$ cat config.mk
export PLATFORM = sky130hd
export DESIGN_NAME = alu_seq_core
export DESIGN_NICKNAME = d
export VERILOG_FILES = /design/src/rtl/alu_seq_core.sv
export SDC_FILE = /design/constraint.sdc
export NUM_CORES = 1
export LEC_CHECK = 0
export BUFFER_PORTS_ARGS = -buffer_cell sky130_fd_sc_hd__clkbuf_2
export CAP_MARGIN = 0
export CELL_PAD_IN_SITES_DETAIL_PLACEMENT = 1
export CELL_PAD_IN_SITES_GLOBAL_PLACEMENT = 1
export CORE_ASPECT_RATIO = 0.5
export CORE_MARGIN = 2
export CORE_UTILIZATION = 25
export CTS_CLUSTER_SIZE = 8
export DETAILED_ROUTE_END_ITERATION = 16
export HOLD_SLACK_MARGIN = 0.02
export PLACE_DENSITY_LB_ADDON = 0.15
export SLEW_MARGIN = 30
export SYNTH_ARGS = -nofsm -noshare
export SYNTH_HDL_FRONTEND = slang
export SYNTH_SLANG_ARGS = --single-unit
$ cat constraint.sdc
create_clock -name CLK -period 8.7 [get_ports CLK]
set_input_delay 1.74 -clock CLK [delete_from_list [all_inputs] [get_ports CLK]]
set_output_delay 1.74 -clock CLK [all_outputs]
set_load 0.005 [all_outputs]
$ cat src/rtl/alu_seq_core.sv
// Registered ALU execution stage with NZCV flags and a START/READY/DONE handshake.
// Every opcode finishes in one cycle except unsigned DIV, which iterates one quotient bit per cycle.
module alu_seq_core #(
    parameter int N = 32
) (
    input  logic         CLK,
    input  logic         RESET_N,
    input  logic         START,
    input  logic [3:0]   SELECTOR,
    input  logic [N-1:0] A,
    input  logic [N-1:0] B,
    output logic         READY,
    output logic         DONE,
    output logic [N-1:0] OUT,
    output logic [3:0]   FLAGS,
    output logic         DIV_BY_ZERO
);

    localparam int SW = $clog2(N);
    localparam int CW = SW + 1;
    localparam logic [CW-1:0] CNT_LAST = CW'(N - 1);

    localparam logic [3:0] OP_ADD   = 4'b0000;
    localparam logic [3:0] OP_SUB   = 4'b0001;
    localparam logic [3:0] OP_AND   = 4'b0010;
    localparam logic [3:0] OP_OR    = 4'b0011;
    localparam logic [3:0] OP_XOR   = 4'b0100;
    localparam logic [3:0] OP_NOT   = 4'b0101;
    localparam logic [3:0] OP_LSL_A = 4'b0110;
    localparam logic [3:0] OP_ASR   = 4'b0111;
    localparam logic [3:0] OP_LSL   = 4'b1000;
    localparam logic [3:0] OP_LSR   = 4'b1001;
    localparam logic [3:0] OP_DIV   = 4'b1010;

    typedef enum logic {
        S_IDLE   = 1'b0,
        S_DIVIDE = 1'b1
    } state_t;

    state_t         state_q, state_d;
    logic [N-1:0]   out_q, out_d;
    logic [3:0]     flags_q, flags_d;
    logic           done_q, done_d;
    logic           dbz_q, dbz_d;
    logic [N-1:0]   divisor_q, divisor_d;
    logic [N:0]     rem_q, rem_d;
    logic [N-1:0]   quo_q, quo_d;
    logic [CW-1:0]  cnt_q, cnt_d;

    logic [SW-1:0]  sh_amt;
    logic [N:0]     add_ext;
    logic [N:0]     sub_ext;
    logic [N:0]     lsl_ext;
    logic [N:0]     lsr_ext;
    logic [N:0]     asr_ext;
    logic [N-1:0]   alu_out;
    logic           alu_c;
    logic           alu_v;
    logic [3:0]     alu_flags;

    logic [N:0]     rem_shift;
    logic           rem_ge;
    logic [N:0]     rem_step;
    logic [N-1:0]   quo_step;

    // Shifts carry one extra bit so the last bit shifted out lands in a fixed position.
    assign sh_amt  = B[SW-1:0];
    assign add_ext = {1'b0, A} + {1'b0, B};
    assign sub_ext = {1'b0, A} - {1'b0, B};
    assign lsl_ext = {1'b0, A} << sh_amt;
    assign lsr_ext = {A, 1'b0} >> sh_amt;
    assign asr_ext = $unsigned($signed({A, 1'b0}) >>> sh_amt);

    always_comb begin
        alu_out = '0;
        alu_c   = 1'b0;
        alu_v   = 1'b0;
        case (SELECTOR)
            OP_ADD: begin
                alu_out = add_ext[N-1:0];
                alu_c   = add_ext[N];
                alu_v   = (A[N-1] == B[N-1]) && (add_ext[N-1] != A[N-1]);
            end
            OP_SUB: begin
                alu_out = sub_ext[N-1:0];
                alu_c   = ~sub_ext[N];
                alu_v   = (A[N-1] != B[N-1]) && (sub_ext[N-1] != A[N-1]);
            end
            OP_AND: alu_out = A & B;
            OP_OR:  alu_out = A | B;
            OP_XOR: alu_out = A ^ B;
            OP_NOT: alu_out = ~A;
            OP_LSL_A, OP_LSL: begin
                alu_out = lsl_ext[N-1:0];
                alu_c   = lsl_ext[N];
            end
            OP_ASR: begin
                alu_out = asr_ext[N:1];
                alu_c   = asr_ext[0];
            end
            OP_LSR: begin
                alu_out = lsr_ext[N:1];
                alu_c   = lsr_ext[0];
            end
            OP_DIV: alu_out = (B == '0) ? '1 : '0;
            default: alu_out = '0;
        endcase
    end

    assign alu_flags = {alu_out[N-1], (alu_out == '0), alu_c, alu_v};

    // Restoring step: the quotient register doubles as the dividend shifter.
    assign rem_shift = {rem_q[N-1:0], quo_q[N-1]};
    assign rem_ge    = rem_q[N] | (rem_shift >= {1'b0, divisor_q});
    assign rem_step  = rem_ge ? (rem_shift - {1'b0, divisor_q}) : rem_shift;
    assign quo_step  = {quo_q[N-2:0], rem_ge};

    always_comb begin
        state_d   = state_q;
        out_d     = out_q;
        flags_d   = flags_q;
        done_d    = 1'b0;
        dbz_d     = dbz_q;
        divisor_d = divisor_q;
        rem_d     = rem_q;
        quo_d     = quo_q;
        cnt_d     = cnt_q;
        case (state_q)
            S_IDLE: begin
                if (START) begin
                    if ((SELECTOR == OP_DIV) && (B != '0)) begin
                        state_d   = S_DIVIDE;
                        divisor_d = B;
                        quo_d     = A;
                        rem_d     = '0;
                        cnt_d     = '0;
                    end else begin
                        out_d   = alu_out;
                        flags_d = alu_flags;
                        dbz_d   = (SELECTOR == OP_DIV);
                        done_d  = 1'b1;
                    end
                end
            end
            S_DIVIDE: begin
                rem_d = rem_step;
                quo_d = quo_step;
                cnt_d = cnt_q + CW'(1);
                if (cnt_q == CNT_LAST) begin
                    state_d = S_IDLE;
                    out_d   = quo_step;
                    flags_d = {quo_step[N-1], (quo_step == '0), 2'b00};
                    dbz_d   = 1'b0;
                    done_d  = 1'b1;
                    cnt_d   = '0;
                end
            end
            default: state_d = S_IDLE;
        endcase
    end

    always_ff @(posedge CLK or negedge RESET_N) begin
        if (!RESET_N) begin
            state_q   <= S_IDLE;
            out_q     <= '0;
            flags_q   <= '0;
            done_q    <= 1'b0;
            dbz_q     <= 1'b0;
            divisor_q <= '0;
            rem_q     <= '0;
            quo_q     <= '0;
            cnt_q     <= '0;
        end else begin
            state_q   <= state_d;
            out_q     <= out_d;
            flags_q   <= flags_d;
            done_q    <= done_d;
            dbz_q     <= dbz_d;
            divisor_q <= divisor_d;
            rem_q     <= rem_d;
            quo_q     <= quo_d;
            cnt_q     <= cnt_d;
        end
    end

    assign READY       = (state_q == S_IDLE);
    assign DONE        = done_q;
    assign OUT         = out_q;
    assign FLAGS       = flags_q;
    assign DIV_BY_ZERO = dbz_q;

endmodule
==> results.ini, run 1 <==
[floorplanning]
core-area_sq_mm=0.0716
num_rows=69
io_pins=110
die_y_microns=195
initial_core_util_pct=25.4
die_area_sq_mm=0.0752
fp.dieW_microns=386

[pwr]
intPower_mw=2.42
total_leakage_power_nw=8.57
ir_worst_vdd_mv=0.156
netSwitchingPower_mw=2.32
swShare_pct=48.9
total_power_mw=4.74
power.density_mw_per_mm2=236
comb_power_share_pct=58.0
sequentialPowerShare_pct=25.8
clkPwrFrac_pct=16.2

[cells_and_area]
nets=2597
stdcell_count=3356
final_common_cell=nand2_1
layout_common_cells=nand2_1, o21ai_0, nor2_1
post-route-util_pct=28.0
drive_above_1_share_pct=12.5
fillers=8624
syn2layout_area_growth_pct=10.1
stdcell_area_sq_mm=0.0200

[routing]
dr_total_vias=19500
vias_per_cell=5.81
drt_pass1_iterations=5
drc=0
detail-route-antenna-nets=0
wl_per_cell_microns=28.9
routed_wl_mm=96.8
drt-initial-drc-count=2008

[yosys]
syn_area_per_cell_sq_um=7.55
ys_ff_latch=141
async_flop_share_pct=100
syn_inst=2412
syn_area_sq_mm=0.0182
ys_seq_area_share_pct=19.4
yosysWarnings=0
synth_top_flop_cell=dfrtp_1
syn_nets=2625
synth_edf_count=0
yosysUniqueCellTypes=98

[sta]
slew_viol_final=0
slew_headroom_pct=23.1
hold_violations=0
fin_crit_sh_pct=76.3
max_slew.worst_pin.slew_ps=1150
skew_ps=12.0
finalCriticalPeriod_ps=6640
fin_tns_setup_ps=0
setup_viol=0
rsz0062_at_grt=no
fin_ws_ps=2060
max_freq_mhz=151
finalHoldWorstSlack_ps=506

[setup_path]
critical_path.max_fanout=57
critPathLaunchType=input port
r2r_cells=13
arrival_ps=6990
reg2reg_slack_ps=4050
cp_data_required_time_ps=9050
r2r-end=rem_q[7]$_DFFE_PN0P_
max_stage_delay_ps=710
end_kind=flip-flop
path_cells=buf_4, buf_4, nor3_2, nand3_1, or4_1, nand2_1, nor3_1, o21ai_0, a221oi_1, nand3_1, nor4_1, nand4_1, or3_1, o31ai_2
critPathSlowestCell=buf_4
path_class=in -> reg
regToRegStartpoint=rem_q[7]$_DFFE_PN0P_

[clocking]
ctsRootBufferMaster=clkbuf_16
cts_tree=built
cts_inserted_buffers=17
postCtsResizedCells=0
cts_hold_buffers=0
cts_setup_buffers=0
clk_latency_ps=440
clock_sinks=141
cts.htree.levels=4
cts_buffer_depth=2
cts.clk_slew.worst_paths_ps=70

[global_routing]
grt-ovfl-total=0
grt_max_degree=76
antenna_found_initial=6
grtUsageTotal_pct=25.2
grt_first_pass_wirelength_mm=140
grt_pass1_vias=19100

[placed_design]
postPlaceCellArea_sq_mm=0.0194
dp_hpwl_mm=74.7
dp.cells=3323
port_buffers=109
dp_slack_ps=1580
gp_congestion=0.983

[hold_path]
worstHoldStart=FLAGS[0]$_DFFE_PN0P_
whs_path_depth=2
hold_path_end=FLAGS[0]$_DFFE_PN0P_
hold_class=reg -> reg

[run_status]
outcome=complete, no violations

[run]
cap_violations=0

kinds of logic (layout without fill, tap and decap cells):
logic type      Yosys count  in the layout  share of synthesized area, %
buf+inv                 336            321                          7.95
simple gates            767            767                          19.6
compound gates          850            850                          30.8
flops                   141            141                          19.4
mux                     133            133                          10.3
other cells               0              1                             0
fa+ha+maj               142            142                          9.88
xor+xnor                 43             43                          2.07
sequential cells by signal, summed over array words and instances (netlist names):
register and cells:
quo_q 32, rem_q 33, DIV_BY_ZERO 1, divisor_q 32
DONE 1, OUT 32, FLAGS 3, cnt_q 6
state_q 1
critical path, delay by kind of cell:
family	cells	cell delay, ps
compound gates	3	920
buf+inv	2	1070
simple gates	9	3190
layout make-up:
type / instances / area (sq um) / share of cell area (%)
Multi-Input combinational cell: 1935 / 13300 / 66.5
Sequential cell: 141 / 3530 / 17.6
Tap cell: 958 / 1200 / 5.98
Timing Repair Buffer: 149 / 857 / 4.28
Inverter: 140 / 526 / 2.62
Clock buffer: 17 / 425 / 2.12
Clock inverter: 15 / 170 / 0.849
Antenna cell: 1 / 2.50 / 0.0125
per-layer routing:
| metal | track usage (%) | vias up | share of wire (%) |
|---|---|---|---|
| met5 | 0 | - | 0.023 |
| met4 | 4.45 | 4 | 1.6 |
| met2 | 37.4 | 674 | 42 |
| met3 | 4.31 | 79 | 7.2 |
| li1 | - | 8818 | - |
| met1 | 38.0 | 9923 | 49 |
power groups by stage:
stage / sequential, mW / clock [mW] / combinational, mW
global route: 1.25 / 0.807 / 3.10
finish: 1.22 / 0.767 / 2.75
CTS: 1.22 / 0.787 / 2.76
floorplan: 1.12 / 0 / 1.95
detailed placement: 1.23 / 0 / 2.74
global placement: 1.23 / 0 / 2.72
cells in the mapped netlist (20+ instances only):
master      n  area, sq um
nor2b_1    20          125
a21oi_1   195          976
o211ai_1   41          308
inv_1     134          503
nor4_1     30          188
o21ai_0   211         1060
nand2_1   285         1070
xnor2_1    30          263
a22oi_1    36          270
nor3_1     57          285
dfrtp_1   141         3530
mux4_2     41          923
a21o_1     43          323
ha_1      139         1740
clkbuf_1  121          454
a221oi_1   22          193
a211oi_1   41          308
nand2b_1   26          163
mux2i_1    63          631
nand3_1    41          205
buf_2      38          190
nor2_1    201          754
o22ai_1    34          213
how the worst max path moves through the flow:
stage / start / end / slack, ps
floorplan: B[3] / FLAGS[2]$_DFFE_PN0P_ / 3000
global placement: B[2] / FLAGS[2]$_DFFE_PN0P_ / 1700
detailed placement: B[2] / FLAGS[2]$_DFFE_PN0P_ / 1580
CTS: B[2] / FLAGS[2]$_DFFE_PN0P_ / 2060
global route: B[2] / FLAGS[2]$_DFFE_PN0P_ / 1750
finish: B[2] / FLAGS[2]$_DFFE_PN0P_ / 2060
(Power assumes the default switching activity.)
==> inputs of run 2 (changes only) <==
--- a/config.mk
+++ b/config.mk
@@ -5,6 +5,7 @@
 export SDC_FILE = /design/constraint.sdc
 export NUM_CORES = 1
 export LEC_CHECK = 0
+export ABC_AREA = 1
 export BUFFER_PORTS_ARGS = -buffer_cell sky130_fd_sc_hd__clkbuf_2
 export CAP_MARGIN = 0
 export CELL_PAD_IN_SITES_DETAIL_PLACEMENT = 1
==> constraint.sdc (replaced) <==
create_clock -name CLK -period 6 [get_ports CLK]
set_input_delay 1.2 -clock CLK [delete_from_list [all_inputs] [get_ports CLK]]
set_output_delay 1.2 -clock CLK [all_outputs]
set_load 0.005 [all_outputs]
==> run 2 against run 1 <==
  * Sequential share of layout area is 0.86 points lower
  * Critical path depth stayed put
  * Sequential power is 37% higher
  * Critical path type unchanged
  * Critical endpoint is now divisor_q[0]$_DFFE_PN0P_
  * Largest cell class unchanged
  * Highest routed layer is now met4
==> results.ini, run 2 <==
[pwr]
ir_worst_vdd_mv=0.318  ; +100%
total_leakage_power_nw=11.1  ; +29%
power.density_mw_per_mm2=356  ; +51%

[floorplanning]
core-area_sq_mm=0.0751  ; +4.9%
fp.dieW_microns=393  ; +1.9%
initial_core_util_pct=25.2  ; -0.25 points
io_pins=110  ; unchanged
num_rows=71  ; +2.9%
die_area_sq_mm=0.0780  ; +3.8%
die_y_microns=199  ; +1.9%

[global_routing]
antenna_found_initial=7  ; +1
grt_max_degree=95  ; +25%
grt_first_pass_wirelength_mm=160  ; +14%
grt-ovfl-total=0  ; unchanged
grtUsageTotal_pct=28.3  ; +3.1 points
grt_pass1_vias=22500  ; +18%

[cells_and_area]
syn2layout_area_growth_pct=11.3
layout_common_cells=nand2_1, nand3_1, inv_1
largest_register=rem_q
final_common_cell=nand2_1
fillers=9843  ; +14%
largest_register_ffs=33  ; unchanged
nets=3556  ; +37%
drive_above_1_share_pct=7.21  ; -5.3 points
multi_input_area_sq_mm=0.0129  ; -3.1%
regArea_sq_mm=0.00353  ; about the same

[sta]
max_slew.worst_pin.slew_ps=1220  ; +76.1 ps
fin_ws_ps=1400  ; -657 ps
rsz0062_at_grt=no
slew_viol_final=0  ; unchanged
slew_headroom_pct=17.6  ; -5.5 points
fin_tns_setup_ps=0  ; unchanged
finalHoldWorstSlack_ps=491  ; -15.4 ps
hold_violations=0  ; unchanged
finalCriticalPeriod_ps=4600
skew_ps=18.9  ; +6.92 ps
setup_viol=0  ; unchanged
fin_crit_sh_pct=76.7
max_freq_mhz=217

[setup_path]
end_kind=flip-flop
critical_path.max_fanout=21  ; -63%
path_class=in -> reg
cp_data_required_time_ps=6210  ; -2840 ps
critPathLaunchType=input port
arrival_ps=4810  ; -2180 ps

[routing]
drt_pass1_iterations=6  ; +1
dr_total_vias=23100  ; +18%
wl_per_cell_microns=25.4  ; -12%
detail-route-antenna-nets=0  ; unchanged
vias_per_cell=5.26  ; -9.4%
drc=0  ; unchanged
routed_wl_mm=111  ; +15%
drt-initial-drc-count=2177  ; +8.4%

[yosys]
ys_ff_latch=141  ; unchanged
synth_common_cells=nand2_1, inv_1, nand3_1
yosys-top-cells-area=nand2_1, dfrtp_1, nand3_1, ha_1, inv_1
synth_most_common_cell=nand2_1
syn_area_sq_mm=0.0189  ; +3.9%
yosys.area.top_type=nand2_1
yosysWarnings=0  ; unchanged
async_flop_share_pct=100  ; unchanged
yosysUniqueCellTypes=56  ; -43%
synth_edf_count=0  ; unchanged
synth_top_flop_cell=dfrtp_1
ys_seq_area_share_pct=18.7  ; -0.72 points
syn_nets=3517  ; +34%
synth_top_cell_area_share_pct=20.0  ; +0.59 points
syn_inst=3304  ; +37%
syn_area_per_cell_sq_um=5.73  ; -24%

[clocking]
cts_tree=built
clock_sinks=141  ; unchanged
cts.htree.levels=4  ; unchanged
cts.clk_slew.worst_paths_ps=60  ; about the same
ctsRootBufferMaster=clkbuf_16
cts_setup_buffers=0  ; unchanged
cts_buffer_depth=2  ; unchanged
cts_hold_buffers=0  ; unchanged
postCtsResizedCells=0  ; unchanged
clk_latency_ps=470  ; +30 ps
cts_inserted_buffers=17  ; unchanged

[run]
cap_violations=0  ; unchanged

[run_status]
outcome=complete, no violations

[placed_design]
dp_hpwl_mm=90.7  ; +21%
gp_congestion=0.992  ; +0.90%
dp_slack_ps=1220  ; -361 ps
port_buffers=109  ; unchanged

[hold_path]
hold_class=reg -> reg

## run 2: through the flow
stage / cell area [sq um] / utilization, % / instances / power, mW
floorplan: 18900 / - / 3304 / 4.76
global placement: 20400 / 27.2 / 4346 / 6.28
detailed placement: 20400 / 27.2 / 4346 / 6.33
CTS: 21000 / 28.0 / 4378 / 7.55
global route: 21100 / 28.0 / 4378 / 8.20
finish: 21100 / 28.1 / 4382 / 7.51
## run 2: cell type report
| type | instances | area share [%] |
|---|---|---|
| Multi-Input combinational cell | 2555 | 61.3 |
| Sequential cell | 141 | 16.8 |
| Inverter | 473 | 8.45 |
| Tap cell | 1022 | 6.07 |
| Timing Repair Buffer | 155 | 4.33 |
| Clock buffer | 21 | 2.14 |
| Clock inverter | 11 | 0.856 |
| Antenna cell | 4 | 0.0475 |
## run 2: kinds of logic after synthesis
family	Yosys count	share of synthesized area, %
AND/OR/NAND/NOR	1902	42.5
buffers and inverters	608	13.1
AO/OA/AOI/OAI	482	14.8
adder cells (fa/ha/maj)	142	9.51
flip-flops	141	18.7
XOR/XNOR	29	1.34
## run 2: worst max-delay path, stage by stage
cell and delay (ps):
clkbuf_2 450, nor2_1 100, nand2_1 190, nor2_1 100, nand2_1 220, nor2_1 130
nor2_2 290, inv_1 80, nor2_1 160, inv_1 180, nor2_4 530, inv_1 420
nand2_1 370, o21ai_1 360
## run 2: final timing paths
check,start,endpoint,slack [ps],depth (start not counted)
max,B[3],divisor_q[0]$_DFFE_PN0P_,1400,14
min,OUT[17]$_DFFE_PN0P_,OUT[17]$_DFFE_PN0P_,490,2
max reg2reg,divisor_q[14]$_DFFE_PN0P_,OUT[0]$_DFFE_PN0P_,2680,13
min reg2reg,OUT[17]$_DFFE_PN0P_,OUT[17]$_DFFE_PN0P_,490,2
max in group asynchronous,RESET_N,divisor_q[27]$_DFFE_PN0P_,3950,2
min in group asynchronous,RESET_N,OUT[2]$_DFFE_PN0P_,850,1
## run 2: where the power goes
part | switching [mW] | internal (mW) | leakage (nW)
sequential | 0.270 | 1.40 | 1.74
clock | 0.461 | 0.713 | 0.303
combinational | 3.17 | 1.50 | 9.02
## run 2: per-layer routing
layer / GRT usage [%] / vias to the layer above / share of wire, %
li1: - / 10800 / -
met1: 40.8 / 11400 / 47
met2: 43.2 / 746 / 42
met3: 4.61 / 111 / 7.4
met4: 7.79 / 0 / 2.7
met5: 0 / - / 0
